[src/rtl/uart_rx_top_if.sv]
// Serial-side inputs, line-control settings and per-frame result strobe of the UART receiver.
interface uart_rx_top_if;
  logic       baud_pulse;
  logic       rx;
  logic       pen;
  logic       eps;
  logic       sticky_parity;
  logic [1:0] wls;
  logic       push;
  logic [7:0] dout;
  logic       pe;
  logic       fe;
  logic       bi;

  modport master (
    input  baud_pulse, rx, pen, eps, sticky_parity, wls,
    output push, dout, pe, fe, bi
  );

  modport slave (
    output baud_pulse, rx, pen, eps, sticky_parity, wls,
    input  push, dout, pe, fe, bi
  );
endinterface

[src/rtl/uart_rx_top.sv]
// 16550A-style UART receive engine: oversampled start/data/parity/stop framing.
// Define RX_MAJORITY_EN to take each bit sample as a 2-of-3 vote over the last three ticks.
module uart_rx_top #(
  parameter int OVERSAMPLE = 16
) (
  input  logic          clk,
  input  logic          rst,
  uart_rx_top_if.master bus
);
  localparam int CW = $clog2(OVERSAMPLE);
  localparam logic [CW-1:0] MID  = CW'(OVERSAMPLE / 2 - 1);
  localparam logic [CW-1:0] LAST = CW'(OVERSAMPLE - 1);

  typedef enum logic [2:0] {IDLE, START, DATA, PARITY, STOP} state_e;

  state_e        state_q, state_d;
  logic [CW-1:0] cnt_q, cnt_d;
  logic [2:0]    bitidx_q, bitidx_d;
  logic [7:0]    data_q, data_d;
  logic          rxpar_q, rxpar_d;
  logic          break_hold_q, break_hold_d;
  logic          push_q, push_d;
  logic [7:0]    dout_q, dout_d;
  logic          pe_q, pe_d;
  logic          fe_q, fe_d;
  logic          bi_q, bi_d;

  logic          sample;
  logic [2:0]    last_idx;
  logic          exp_par;

`ifdef RX_MAJORITY_EN
  // hist_q[0] is rx at the previous tick, hist_q[1] the one before; idle line resets to 1.
  logic [1:0] hist_q, hist_d;

  always_comb begin
    hist_d = hist_q;
    if (bus.baud_pulse) hist_d = {hist_q[0], bus.rx};
  end

  always_ff @(posedge clk) begin
    if (rst) hist_q <= 2'b11;
    else     hist_q <= hist_d;
  end

  assign sample = (hist_q[1] & hist_q[0]) | (hist_q[1] & bus.rx) | (hist_q[0] & bus.rx);
`else
  assign sample = bus.rx;
`endif

  assign last_idx = {1'b0, bus.wls} + 3'd4;
  // data_q is cleared at frame start, so unused MSBs never disturb the parity reduction.
  assign exp_par  = bus.sticky_parity ? ~bus.eps : (bus.eps ? ^data_q : ~^data_q);

  always_comb begin
    // NOTE: combinational logic uses blocking '='; every _d is defaulted first so no latch is inferred.
    state_d      = state_q;
    cnt_d        = cnt_q;
    bitidx_d     = bitidx_q;
    data_d       = data_q;
    rxpar_d      = rxpar_q;
    break_hold_d = break_hold_q;
    push_d       = 1'b0;
    dout_d       = dout_q;
    pe_d         = pe_q;
    fe_d         = fe_q;
    bi_d         = bi_q;

    if (bus.baud_pulse) begin
      if (bus.rx) break_hold_d = 1'b0;
      unique case (state_q)
        IDLE: begin
          if (!break_hold_q && !bus.rx) begin
            state_d = START;
            cnt_d   = '0;
          end
        end
        START: begin
          if (cnt_q == MID) begin
            cnt_d = '0;
            if (!sample) begin
              state_d  = DATA;
              bitidx_d = 3'd0;
              data_d   = 8'h00;
            end else begin
              state_d  = IDLE;
            end
          end else begin
            cnt_d = cnt_q + CW'(1);
          end
        end
        DATA: begin
          if (cnt_q == LAST) begin
            cnt_d            = '0;
            data_d[bitidx_q] = sample;
            if (bitidx_q == last_idx) state_d = bus.pen ? PARITY : STOP;
            else                      bitidx_d = bitidx_q + 3'd1;
          end else begin
            cnt_d = cnt_q + CW'(1);
          end
        end
        PARITY: begin
          if (cnt_q == LAST) begin
            cnt_d   = '0;
            rxpar_d = sample;
            state_d = STOP;
          end else begin
            cnt_d = cnt_q + CW'(1);
          end
        end
        STOP: begin
          if (cnt_q == LAST) begin
            cnt_d   = '0;
            state_d = IDLE;
            push_d  = 1'b1;
            dout_d  = data_q;
            pe_d    = bus.pen & (rxpar_q != exp_par);
            fe_d    = ~sample;
            bi_d    = (data_q == 8'h00) & (~bus.pen | ~rxpar_q) & ~sample;
            if (bi_d) break_hold_d = 1'b1;
          end else begin
            cnt_d = cnt_q + CW'(1);
          end
        end
        default: state_d = IDLE;
      endcase
    end
  end

  // NOTE: sequential state uses non-blocking '<=' so every flop samples pre-edge values.
  always_ff @(posedge clk) begin
    if (rst) begin
      state_q      <= IDLE;
      cnt_q        <= '0;
      bitidx_q     <= 3'd0;
      data_q       <= 8'h00;
      rxpar_q      <= 1'b0;
      break_hold_q <= 1'b0;
      push_q       <= 1'b0;
      dout_q       <= 8'h00;
      pe_q         <= 1'b0;
      fe_q         <= 1'b0;
      bi_q         <= 1'b0;
    end else begin
      state_q      <= state_d;
      cnt_q        <= cnt_d;
      bitidx_q     <= bitidx_d;
      data_q       <= data_d;
      rxpar_q      <= rxpar_d;
      break_hold_q <= break_hold_d;
      push_q       <= push_d;
      dout_q       <= dout_d;
      pe_q         <= pe_d;
      fe_q         <= fe_d;
      bi_q         <= bi_d;
    end
  end

  assign bus.push = push_q;
  assign bus.dout = dout_q;
  assign bus.pe   = pe_q;
  assign bus.fe   = fe_q;
  assign bus.bi   = bi_q;
endmodule

[src/flat_wrapper.sv]
// flat-port wrapper written by rule: the top's interface ports become plain ports
module uart_rx_top_flat 
#(
  parameter int OVERSAMPLE = 16
)
  (clk, rst, bus_baud_pulse, bus_rx, bus_pen, bus_eps, bus_sticky_parity, bus_wls, bus_push, bus_dout, bus_pe, bus_fe, bus_bi);
  uart_rx_top_if bus_i ();
  input  logic clk;
  input  logic rst;
  input wire logic [$bits(bus_i.baud_pulse)-1:0] bus_baud_pulse;
  input wire logic [$bits(bus_i.rx)-1:0] bus_rx;
  input wire logic [$bits(bus_i.pen)-1:0] bus_pen;
  input wire logic [$bits(bus_i.eps)-1:0] bus_eps;
  input wire logic [$bits(bus_i.sticky_parity)-1:0] bus_sticky_parity;
  input wire logic [$bits(bus_i.wls)-1:0] bus_wls;
  output wire logic [$bits(bus_i.push)-1:0] bus_push;
  output wire logic [$bits(bus_i.dout)-1:0] bus_dout;
  output wire logic [$bits(bus_i.pe)-1:0] bus_pe;
  output wire logic [$bits(bus_i.fe)-1:0] bus_fe;
  output wire logic [$bits(bus_i.bi)-1:0] bus_bi;
  assign bus_i.baud_pulse = bus_baud_pulse;
  assign bus_i.rx = bus_rx;
  assign bus_i.pen = bus_pen;
  assign bus_i.eps = bus_eps;
  assign bus_i.sticky_parity = bus_sticky_parity;
  assign bus_i.wls = bus_wls;
  assign bus_push = bus_i.push;
  assign bus_dout = bus_i.dout;
  assign bus_pe = bus_i.pe;
  assign bus_fe = bus_i.fe;
  assign bus_bi = bus_i.bi;
  uart_rx_top #(.OVERSAMPLE(OVERSAMPLE)) u_core (.clk(clk), .rst(rst), .bus(bus_i));
endmodule
[config.mk]
export PLATFORM = sky130hd
export DESIGN_NAME = uart_rx_top_flat
export DESIGN_NICKNAME = d
export VERILOG_FILES = /design/src/rtl/uart_rx_top_if.sv /design/src/rtl/uart_rx_top.sv /design/src/flat_wrapper.sv
export SDC_FILE = /design/constraint.sdc
export NUM_CORES = 1
export LEC_CHECK = 0
export CORE_MARGIN = 8
export CORE_UTILIZATION = 45
export CTS_BUF_LIST = sky130_fd_sc_hd__clkbuf_2
export CTS_CLUSTER_SIZE = 24
export DETAILED_ROUTE_END_ITERATION = 8
export HOLD_SLACK_MARGIN = 0.1
export PLACE_DENSITY = 0.75
export SYNTH_ARGS = -nofsm -noshare
export SYNTH_HDL_FRONTEND = slang
export SYNTH_SLANG_ARGS = --single-unit
[constraint.sdc]
create_clock -name clk -period 4.6 [get_ports clk]
set_input_delay 1.15 -clock clk [delete_from_list [all_inputs] [get_ports clk]]
set_output_delay 1.15 -clock clk [all_outputs]
set_load 0.02 [all_outputs]
=== After elaboration in Yosys (flattened, before gate mapping) ===
Cells that the tools add are included.

* Bits in registers: 32
* Latch bits: 0
* Memory bits (writable): 0
* Memory bits (read-only): 0
* Bits of input ports: 9
* Word-level logic and storage cells: 92
* Memories: 0

* Add/sub/neg operators: 3
* $mul: 0
* Divide/modulo/power cells: 0
* $lt $le $gt $ge: 2
* Equality and inequality tests: 16
* Shifts and indexed selects: 0
* Multiplexer cells: 32
* Bitwise logic cells: 10
* Reductions and logical operators: 18

{| class="wikitable"
|+ Operators by type and width
! cell !! number
|-
| two-way mux 3 bit || 11
|-
| two-way mux 8 bit || 3
|-
| one-hot mux 8 bit (2 select lines) || 1
|-
| one-hot mux 3 bit (5 select lines) || 1
|-
| two-way mux 4 bit || 3
|-
| inequality test 2 x 1 -> 1 bit, second input constant || 6
|-
| one-hot mux 4 bit (3 select lines) || 1
|-
| AND reduction 3 bit || 3
|-
| bitwise mux 8 bit || 1
|-
| logical NOT 8 bit || 1
|-
| two-way mux 1 bit || 8
|-
| XNOR reduction 8 bit || 1
|-
| XOR reduction 8 bit || 1
|-
| AND reduction 7 bit || 1
|-
| == test 3 x 2 -> 1 bit, second input constant || 2
|-
| inverter 1 bit || 6
|-
| one-hot mux 3 bit (2 select lines) || 1
|-
| AND reduction 6 bit || 1
|-
| OR reduction 3 bit || 2
|-
| AND reduction 5 bit || 1
|-
| adder 4 x 1 -> 4 bit, second input constant || 1
|-
| == test 4 x 3 -> 1 bit, second input constant || 1
|-
| == test 4 bit, second input constant || 1
|-
| less-than comparator 3 x 4 -> 1 bit, second input constant || 1
|-
| 17 further kinds || 22
|}

=== Logic depth before layout (Yosys ltp) ===
Gate-level depths: netlist of run 1.

* Word-level depth: 7
* Mapped depth: 7
* Mapped depth without buffers: 7

=== Worst setup path before layout of run 1 ===
OpenSTA, ideal clock, no wires.

* Kind: input to register
* From: input port bus_rx
* To: register u_core.bitidx_q[1]
* Library setup time: 0.125 ns
* Arrival time: 2.402 ns
* Path slack: 2.073 ns
* Stages: 6
* Path buffers: 1
* Cells stage by stage: buf_6 or4b_1 a211o_1 a21o_1 a22oi_1 nor2_1

* Word-level cells in the longest chain between the ends: 2

{| class="wikitable"
|+ RTL lines
! element !! RTL line !! text
|-
| start: declaration || flat_wrapper.sv:11 || <nowiki>input wire logic [$bits(bus_i.rx)-1:0] bus_rx;</nowiki>
|-
| inequality test 2 bit (no source line) || -- ||
|-
| AND reduction 6 bit (no source line) || -- ||
|-
| end signal: assignment || uart_rx_top.sv:147 || <nowiki>bitidx_q <= bitidx_d;</nowiki>
|-
| end: declaration || uart_rx_top.sv:18 || <nowiki>logic [2:0] bitidx_q, bitidx_d;</nowiki>
|}

Every way passes these cells.
A chain may end at the register's enable or synchronous reset.

=== Final worst setup path of run 1 ===
* From: input port bus_baud_pulse
* To: register u_core.bi_q (netlist: u_core.bus.bi)

* Word-level cells in the longest chain between the ends: 1

{| class="wikitable"
|+ RTL lines
! element !! RTL line !! text
|-
| start: declaration || flat_wrapper.sv:10 || <nowiki>input wire logic [$bits(bus_i.baud_pulse)-1:0] bus_baud_pulse;</nowiki>
|-
| AND reduction 3 bit (no source line) || -- ||
|-
| end signal: assignment || uart_rx_top.sv:155 || <nowiki>bi_q <= bi_d;</nowiki>
|-
| end: declaration || uart_rx_top.sv:26 || <nowiki>logic bi_q, bi_d;</nowiki>
|}

Every way passes these cells.

==> metrics, run 1 <==
status=complete, no violations; I/O Buffers=20; #FFs+latches synth=32; CTS tree=done; Worst-Skew Late Latency=380 ps; Resized Gates After CTS=0; vias in the first global route=1491; startpoint types=input port; initial antenna violation count=0; Die Height=78.10 um; Final Hold Fails=0; Detail Placement HPWL=2.549 mm; H-tree depth=2; Synth Area in XOR/XNOR=4.037%; Warnings, synthesis=0; GRT Util Overall=12.74%; Max Clock Freq=341.5 MHz; Max FO, Critical Path=23; Core Footprint=3689 um^2; min Tclk post-route=2929 ps; # clock sinks=32; CP arrival=3230 ps; commonest non-fill, non-tap cell in the layout=nor2_1; # nets final=248; FP Rows=22; CP endpoint kind=flip-flop; Int Pwr=0.3867 mW; die area=6100 um^2; Diodes inserted=0; leading area contributor after synthesis=dfxtp_1; skew final=18.65 ps; Leakage=0.6714 nW; Syn-to-layout area delta=13.34%; largest net degree at the start of global routing=36; CTS Buf Count=5; Sw Ratio=24.86%; Setup TNS Final=0 ps; Root Driver=clkbuf_2; Detail Route Antenna Nets=0; mux share of post-synthesis cell area=1.154%; hold slack=479.1 ps; Die X=78.10 um; Post-Syn Area=1735 um^2; maximum VDD drop=0.1206 mV; ranking of synthesized cells by area=dfxtp_1 (37%), a21oi_1 (8.4%), nor2_1 (7.1%); largest family of logic cells by synthesized area=simple AND/OR/NAND/NOR gates; clock slew at reported path FFs=160 ps; max_slew headroom=37.78%; gr ovfl total=0; layout cell share with drive strength beyond 1=5.556%; worst hold path type=reg -> reg; commonest non-fill, non-tap cells in the layout=nor2_1 (33), dfxtp_1 (32), a21oi_1 (29); Synth Area in Adders=4.326%; Synthesized Nets=234; Clk pwr share=37.7%; # setup viols final=0; combinational power share=7.3%; Final period util=63.66%; # DRC=0; sequential share of power=54.9%; first-pass GRT wire length=6.561 mm; WL/cell=12.91 um; Slew @ Worst Pin=918.8 ps; fin. max-slew vios=0; Syn Inst Count=219; Design Power=0.5147 mW; 1st-pass router iterations=4; Routed WL=3.641 mm; Initial DRC Count=120; Yosys cell types=44; power per cell area=261.7 nW/um^2; RSZ-0062 raised after global routing=false; Initial Util=47.05%; Top Ports=21; post-synth top area share=36.91%; vias=1526; switching pwr=0.1280 mW; post-synthesis compound-gate area fraction=19.83%; simple-gate share of the synthesized area=24.73%; Top FF cell, synth=dfxtp_1; Max Cap Viol=0; Crit Path Class=in -> reg; synthesized area per cell=7.924 um^2; drt via density=5.411; worst-case clock buffer depth=2; critical path required time=4900 ps; FFs w/ async S/R, synth=0%; reg-to-reg slack, setup=2330 ps; number of enable flip-flop cells after synthesis=0; sequential share of the synthesized area=36.91%; cts hold-fix bufs=0; Setup Buffers After CTS=0; Placer Congestion=0.8358
## through the flow
| step | util, % | area (um^2) | std cells | worst slack, ps |
|---|---|---|---|---|
| after floorplan | - | 1735 | 219 | 2074 |
| after global placement | 51.49 | 1899 | 274 | 1385 |
| after detailed placement | 51.49 | 1899 | 274 | 1314 |
| after CTS | 53.32 | 1967 | 282 | 1696 |
| after global routing | 53.32 | 1967 | 282 | 1500 |
| final | 53.32 | 1967 | 282 | 1671 |
## metal layers
layer  vias to the layer above  part of all wire [%]  GRT usage, %
li1                        788                     -             -
met1                       705                    47         15.07
met2                        24                    48         20.80
met3                         9                   3.5         3.759
met4                         0                   1.6         5.741
met5                         -                     0             0
## logic make-up after synthesis
family                   count (synthesis)
AND/OR/NAND/NOR                         85
flip-flops                              32
AO/OA/AOI/OAI                           58
adder cells (fa/ha/maj)                  6
XOR/XNOR                                 8
multiplexers                             2
buffers and inverters                   28
## synthesized netlist by cell type (2+ instances only)
| master | n |
|---|---|
| inv_1 | 14 |
| a21oi_1 | 29 |
| dfxtp_1 | 32 |
| nand2_1 | 12 |
| nand3_1 | 9 |
| mux2i_1 | 2 |
| or4_1 | 2 |
| o21bai_1 | 2 |
| nor2_1 | 33 |
| nor2b_1 | 3 |
| o21ai_0 | 12 |
| ha_1 | 6 |
| a31oi_1 | 2 |
| nand3b_1 | 3 |
| nand2b_1 | 2 |
| xnor2_1 | 7 |
| or3_1 | 6 |
| buf_6 | 4 |
| buf_4 | 3 |
| clkbuf_1 | 4 |
| nor3_1 | 6 |
| o31ai_1 | 2 |
| a211o_1 | 3 |
## power by group through the flow
stage          logic, mW  clock network [mW]  registers, mW
3_3_place_gp      0.0369                   0          0.289
4_1_cts           0.0376               0.199          0.283
6_report          0.0378               0.194          0.283
5_1_grt           0.0420               0.211          0.284
3_5_place_dp      0.0374                   0          0.288
2_1_floorplan     0.0293                   0          0.286
## sequential cells by signal, indices dropped and copies added, names as in the netlist
name and count:
u_core.bus.dout 8, u_core.data_q 8, u_core.cnt_q 4, u_core.bitidx_q 3, u_core.state_q 3, u_core.break_hold_q 1
u_core.bus.bi 1, u_core.bus.fe 1, u_core.bus.pe 1, u_core.bus.push 1, u_core.rxpar_q 1
## path summary, 6_finish.rpt
check	start	to	cells after the start
max	bus_baud_pulse	u_core.bus.bi	5
max reg2reg	u_core.cnt_q[0]	u_core.bus.bi	5
min	u_core.bus.pe	u_core.bus.pe	2
min reg2reg	u_core.bus.pe	u_core.bus.pe	2
## worst max-delay path, cell delays in order
cell and delay [ps]:
clkdlybuf4s50_1 540, and4_1 290, nand3_1 530, or3_1 580, a21oi_1 140
## layout make-up
cell class	count	area, um^2
timing repair buffer	21	207.7
multi-input combinational	159	938.4
fill	359	1722
clock buffer	5	25.02
tap	48	60.06
sequential	32	640.6
inverter	14	52.55
clock inverter	3	42.54
Power figures use the tool's default switching activity.
==> run 2, diff against run 1 <==
- PLACE_DENSITY: 0.75 -> 0.77
- clock period: 4.6 -> 2.55 ns (I/O delays scaled with it)
==> metrics, run 2 (same netlist as run 1, synthesis figures left out) <==
Filler Cell Count=361 (was 359); Setup TNS Final=0 ps (unchanged); DP Area=1937 um^2 (was 1899 um^2); critical path required time=2830 ps (was 4900 ps); Placer Congestion=0.8318 (was 0.8358); met2 usage=21.21% (was 20.80%); Slew @ Worst Pin=520.9 ps (was 918.8 ps); met1 global-route usage=14.06% (was 15.07%); Detail Route Antenna Nets=0 (unchanged); vias=1540 (was 1526); first-pass GRT wire length=6.299 mm (was 6.561 mm); Worst-Skew Late Latency=380 ps (about the same); Diodes inserted=0 (unchanged); post-route cell area=2004 um^2 (was 1967 um^2); Clk pwr share=37.6% (was 37.7%); fin. max-slew vios=0 (unchanged); status=complete, no violations (unchanged); Setup Buffers After CTS=0 (unchanged); I/O Buffers=20 (unchanged); CP endpoint kind=flip-flop (unchanged); Resized Gates After CTS=0 (unchanged); Routed WL=3.646 mm (was 3.641 mm); CTS tree=done (unchanged); Setup crit start=bus_rx (was bus_baud_pulse); GRT met3 Usage=3.303% (was 3.759%); Final Hold Fails=0 (unchanged); Initial DRC Count=74 (was 120); beginning of the worst hold path=u_core.bus.bi (was u_core.bus.pe); # DRC=0 (unchanged); skew final=24.88 ps (was 18.65 ps); CTS Buf Count=5 (unchanged); CP arrival=2300 ps (was 3230 ps); Detail Placement HPWL=2.628 mm (was 2.549 mm); cts hold-fix bufs=0 (unchanged); RR Startpoint=u_core.state_q[0] (was u_core.cnt_q[0]); Leakage=0.6938 nW (was 0.6714 nW); # clock sinks=32 (unchanged); initial antenna violation count=0 (unchanged); GRT Util Overall=12.38% (was 12.74%); commonest non-fill, non-tap cell in the layout=nor2_1 (unchanged); WL/cell=12.70 um (was 12.91 um); Root Driver=clkbuf_2 (unchanged); gr ovfl total=0 (unchanged); # nets final=253 (was 248); power per cell area=464.8 nW/um^2 (was 261.7 nW/um^2); vias in the first global route=1467 (was 1491); RSZ-0062 raised after global routing=false (unchanged); layout cell share with drive strength beyond 1=7.531% (was 5.556%); switching pwr=0.2308 mW (was 0.1280 mW); Int Pwr=0.7009 mW (was 0.3867 mW); die area=6100 um^2 (unchanged); Core Footprint=3689 um^2 (unchanged); Final period util=78.97%; # setup viols final=0 (unchanged); Initial Util=47.05% (unchanged); placed cell count=279 (was 274); Max Clock Freq=496.6 MHz; startpoint types=input port (unchanged); sequential share of power=54.8% (was 54.9%); min Tclk post-route=2014 ps; combinational power share=7.6% (was 7.3%); Die Height=78.10 um (unchanged); Crit Path Class=in -> reg (unchanged); Top Usage Layer GRT=met2 (unchanged); maximum VDD drop=0.2478 mV (was 0.1206 mV); hold slack=466.6 ps (was 479.1 ps); Sw Ratio=24.77% (was 24.86%); H-tree depth=2 (unchanged); Max Cap Viol=0 (unchanged); Syn-to-layout area delta=15.50% (was 13.34%); Design Power=0.9317 mW (was 0.5147 mW); clock slew at reported path FFs=170 ps (was 160 ps); Die X=78.10 um (unchanged); Top Ports=21 (unchanged); Max FO, Critical Path=7 (was 23); worst hold path type=reg -> reg (unchanged); FP Rows=22 (unchanged); 1st-pass router iterations=4 (unchanged); commonest non-fill, non-tap cells in the layout=nor2_1 (33), dfxtp_1 (32), a21oi_1 (29) (unchanged); largest net degree at the start of global routing=23 (was 36); drt via density=5.366 (was 5.411); worst-case clock buffer depth=2 (unchanged); max_slew headroom=65.23% (was 37.78%); count of non-filler cells in the finished layout=287 (was 282)
==> run 2: critical path: stages <==
cell and delay, ps:
clkdlybuf4s50_1 410, or4b_1 470, a211o_1 360, buf_4 190, o21ai_0 150, a21oi_1 80
==> run 2: final cells by class <==
cell class	count	area (um^2)	share of cell area, %
well taps	48	60.06	2.996
clock inverters	3	42.54	2.122
flip-flops and latches	32	640.6	31.96
multi-input cells	159	938.4	46.82
inverters	14	52.55	2.622
repair buffers	26	245.2	12.23
clock buffers	5	25.02	1.248
==> run 2: power by group through the flow <==
stage	registers, mW	logic, mW	clock network [mW]
6_report	0.511	0.0706	0.350
5_1_grt	0.512	0.0798	0.379
4_1_cts	0.510	0.0714	0.357
3_5_place_dp	0.521	0.0709	0
3_3_place_gp	0.521	0.0710	0
2_1_floorplan	0.516	0.0528	0
==> run 2: path summary, 6_finish.rpt <==
kind | endpoint | slack, ps | depth (start not counted)
min | u_core.bus.bi | 470 | 2
max | u_core.data_q[6] | 540 | 6
max reg2reg | u_core.data_q[6] | 620 | 5
min reg2reg | u_core.bus.bi | 470 | 2
==> run 2: through the flow <==
| step | utilization (%) | setup WS (ps) |
|---|---|---|
| after floorplan | - | 536.0 |
| after global placement | 52.51 | 131.0 |
| after detailed placement | 52.51 | 117.9 |
| after CTS | 54.34 | 520.0 |
| after global routing | 54.34 | 460.3 |
| final | 54.34 | 536.2 |
==> run 2: per-layer routing <==
layer | wire (um) | vias up | part of all wire, %
li1 | - | 805 | -
met1 | 1680 | 706 | 46
met2 | 1761 | 22 | 48
met3 | 149 | 7 | 4.1
met4 | 55 | 0 | 1.5
met5 | 0 | - | 0
==> run 3, diff against run 2 <==
- PLACE_DENSITY: 0.77 -> 0.75
- clock period: 2.55 -> 2.07 ns (I/O delays scaled with it)
==> metrics, run 3 (same netlist as run 1, synthesis figures left out) <==
skew final=26.74 ps (was 24.88 ps); critical path required time=2370 ps (was 2830 ps); Root Driver=clkbuf_2 (unchanged); RSZ-0062 raised after global routing=false (unchanged); Leakage=0.7468 nW (was 0.6938 nW); Buf/Inv on CP=1 (was 2); reg2reg path depth=7 (was 5); GRT Util Overall=12.68% (was 12.38%); # clock sinks=32 (unchanged); # DRC=0 (unchanged); Int Pwr=0.8771 mW (was 0.7009 mW); maximum VDD drop=0.3550 mV (was 0.2478 mV); Syn-to-layout area delta=19.68% (was 15.50%); Diodes inserted=0 (unchanged); hold slack=470.3 ps (was 466.6 ps); Crit Path Class=reg -> reg (was in -> reg); CP arrival=2190 ps (was 2300 ps); Detail Placement HPWL=2.679 mm (was 2.628 mm); beginning of the worst hold path=u_core.bus.bi (unchanged); CP endpoint kind=flip-flop (unchanged); status=complete, no violations (unchanged); RR Startpoint=u_core.data_q[0] (was u_core.state_q[0]); Clk pwr share=36.9% (was 37.6%); Crit path largest cell delay=370 ps (was 470 ps); fin. max-slew vios=0 (unchanged); WHS Endpoint=u_core.bus.bi (unchanged); reg-to-reg slack, setup=170 ps (was 620 ps); initial antenna violation count=0 (unchanged); Die X=78.10 um (unchanged); # nets final=263 (was 253); Max Clock Freq=526.6 MHz; Core Footprint=3689 um^2 (unchanged); Routed WL=3.633 mm (was 3.646 mm); Initial Util=47.05% (unchanged); die area=6100 um^2 (unchanged); layout cell share with drive strength beyond 1=11.24% (was 7.531%); H-tree depth=2 (unchanged); WL/cell=12.23 um (was 12.70 um); drt via density=5.232 (was 5.366); commonest non-fill, non-tap cell in the layout=nor2_1 (unchanged); # setup viols final=0 (unchanged); Slew @ Worst Pin=451.1 ps (was 520.9 ps); largest net degree at the start of global routing=29 (was 23); combinational power share=8.5% (was 7.6%); count of non-filler cells in the finished layout=297 (was 287); I/O Buffers=20 (unchanged); commonest non-fill, non-tap cells in the layout=nor2_1 (33), dfxtp_1 (32), a21oi_1 (29) (unchanged); Final Hold Fails=0 (unchanged); vias=1554 (was 1540); RR Endpoint=u_core.bus.pe (was u_core.data_q[6]); switching pwr=0.2736 mW (was 0.2308 mW); first-pass GRT wire length=6.417 mm (was 6.299 mm); Detail Route Antenna Nets=0 (unchanged); Design Power=1.151 mW (was 0.9317 mW); Top Ports=21 (unchanged); most frequent CP cell=xnor2_1; Die Height=78.10 um (unchanged); sequential share of power=54.6% (was 54.8%); worst hold path type=reg -> reg (unchanged); CP top delay family=compound AO/OA/AOI/OAI gates (was buffers and inverters); Max FO, Critical Path=2 (was 7); FP Rows=22 (unchanged); hold path cells=2 (unchanged); CTS tree=done (unchanged); Max Cap Viol=0 (unchanged); Setup TNS Final=0 ps (unchanged); vias in the first global route=1483 (was 1467); Filler Cell Count=369 (was 361); Placer Congestion=0.8016 (was 0.8318); startpoint types=flip-flop (was input port); power per cell area=554.0 nW/um^2 (was 464.8 nW/um^2); worst-case clock buffer depth=2 (unchanged); CTS Buf Count=5 (unchanged); cts hold-fix bufs=0 (unchanged); crit path cell chain=inv_1 > ha_1 > xnor2_1 > xnor2_1 > or3_1 > a211o_1 > a21oi_1 (was clkdlybuf4s50_1 > or4b_1 > a211o_1 > buf_4 > o21ai_0 > a21oi_1); Initial DRC Count=98 (was 74); Setup Buffers After CTS=0 (unchanged); min Tclk post-route=1899 ps; Resized Gates After CTS=0 (unchanged); max_slew headroom=69.89% (was 65.23%); Final period util=91.73%; clock slew at reported path FFs=170 ps (about the same); gr ovfl total=0 (unchanged); placed cell count=289 (was 279); 1st-pass router iterations=4 (unchanged); Worst-Skew Late Latency=380 ps (about the same); Sw Ratio=23.78% (was 24.77%); CP max-delay cell=dfxtp_1 (was or4b_1)
## run 3: metal layers
| layer | up-vias | share of wire (%) | track usage, % |
|---|---|---|---|
| met5 | - | 0 | 0 |
| met3 | 7 | 3.2 | 3.645 |
| met4 | 0 | 1.6 | 5.000 |
| met2 | 19 | 46 | 20.71 |
| li1 | 819 | - | - |
| met1 | 709 | 49 | 15.28 |
## run 3: cell type report
class	instances	area, um^2	share of cell area [%]
Clock buffer	6	30.03	1.446
Clock inverter	2	35.03	1.687
Inverter	14	52.55	2.530
Multi-Input combinational cell	159	938.4	45.18
Sequential cell	32	640.6	30.84
Tap cell	48	60.06	2.892
Timing Repair Buffer	36	320.3	15.42
## run 3: worst max-delay path by stage
stage / start / to / slack, ps / cells past startpoint
2_1_floorplan: bus_rx / u_core.bitidx_q[1] / 180 / 6
3_3_place_gp: bus_rx / u_core.bitidx_q[1] / -180 / 6
3_5_place_dp: bus_rx / u_core.data_q[2] / -200 / 6
4_1_cts: u_core.data_q[0] / u_core.bus.pe / 140 / 7
5_1_grt: u_core.data_q[2] / u_core.bus.pe / 40 / 7
6_report: u_core.data_q[0] / u_core.bus.pe / 170 / 7
## run 3: power by group through the flow
stage / combinational [mW] / sequential (mW) / clock (mW)
after floorplan: 0.0650 / 0.635 / 0
after global placement: 0.0967 / 0.641 / 0
after detailed placement: 0.0975 / 0.641 / 0
after CTS: 0.0979 / 0.628 / 0.437
after global routing: 0.108 / 0.631 / 0.466
final: 0.0977 / 0.629 / 0.424
## run 3: per-stage QoR
step	area, um^2	worst slack [ps]	utilization (%)
after CTS	2077	144.9	56.31
final	2077	171.2	56.31
after global routing	2077	41.41	56.31
after floorplan	1735	176.0	-
after global placement	2012	-184.6	54.55
after detailed placement	2012	-199.1	54.55
## run 3: worst register-to-register path: cells and delay by family (launching register included)
kind	cells	cell delay, ps
flip-flops	1	370
XOR/XNOR	2	350
adder cells (fa/ha/maj)	1	300
buffers and inverters	1	60
AO/OA/AOI/OAI	2	420
AND/OR/NAND/NOR	1	310
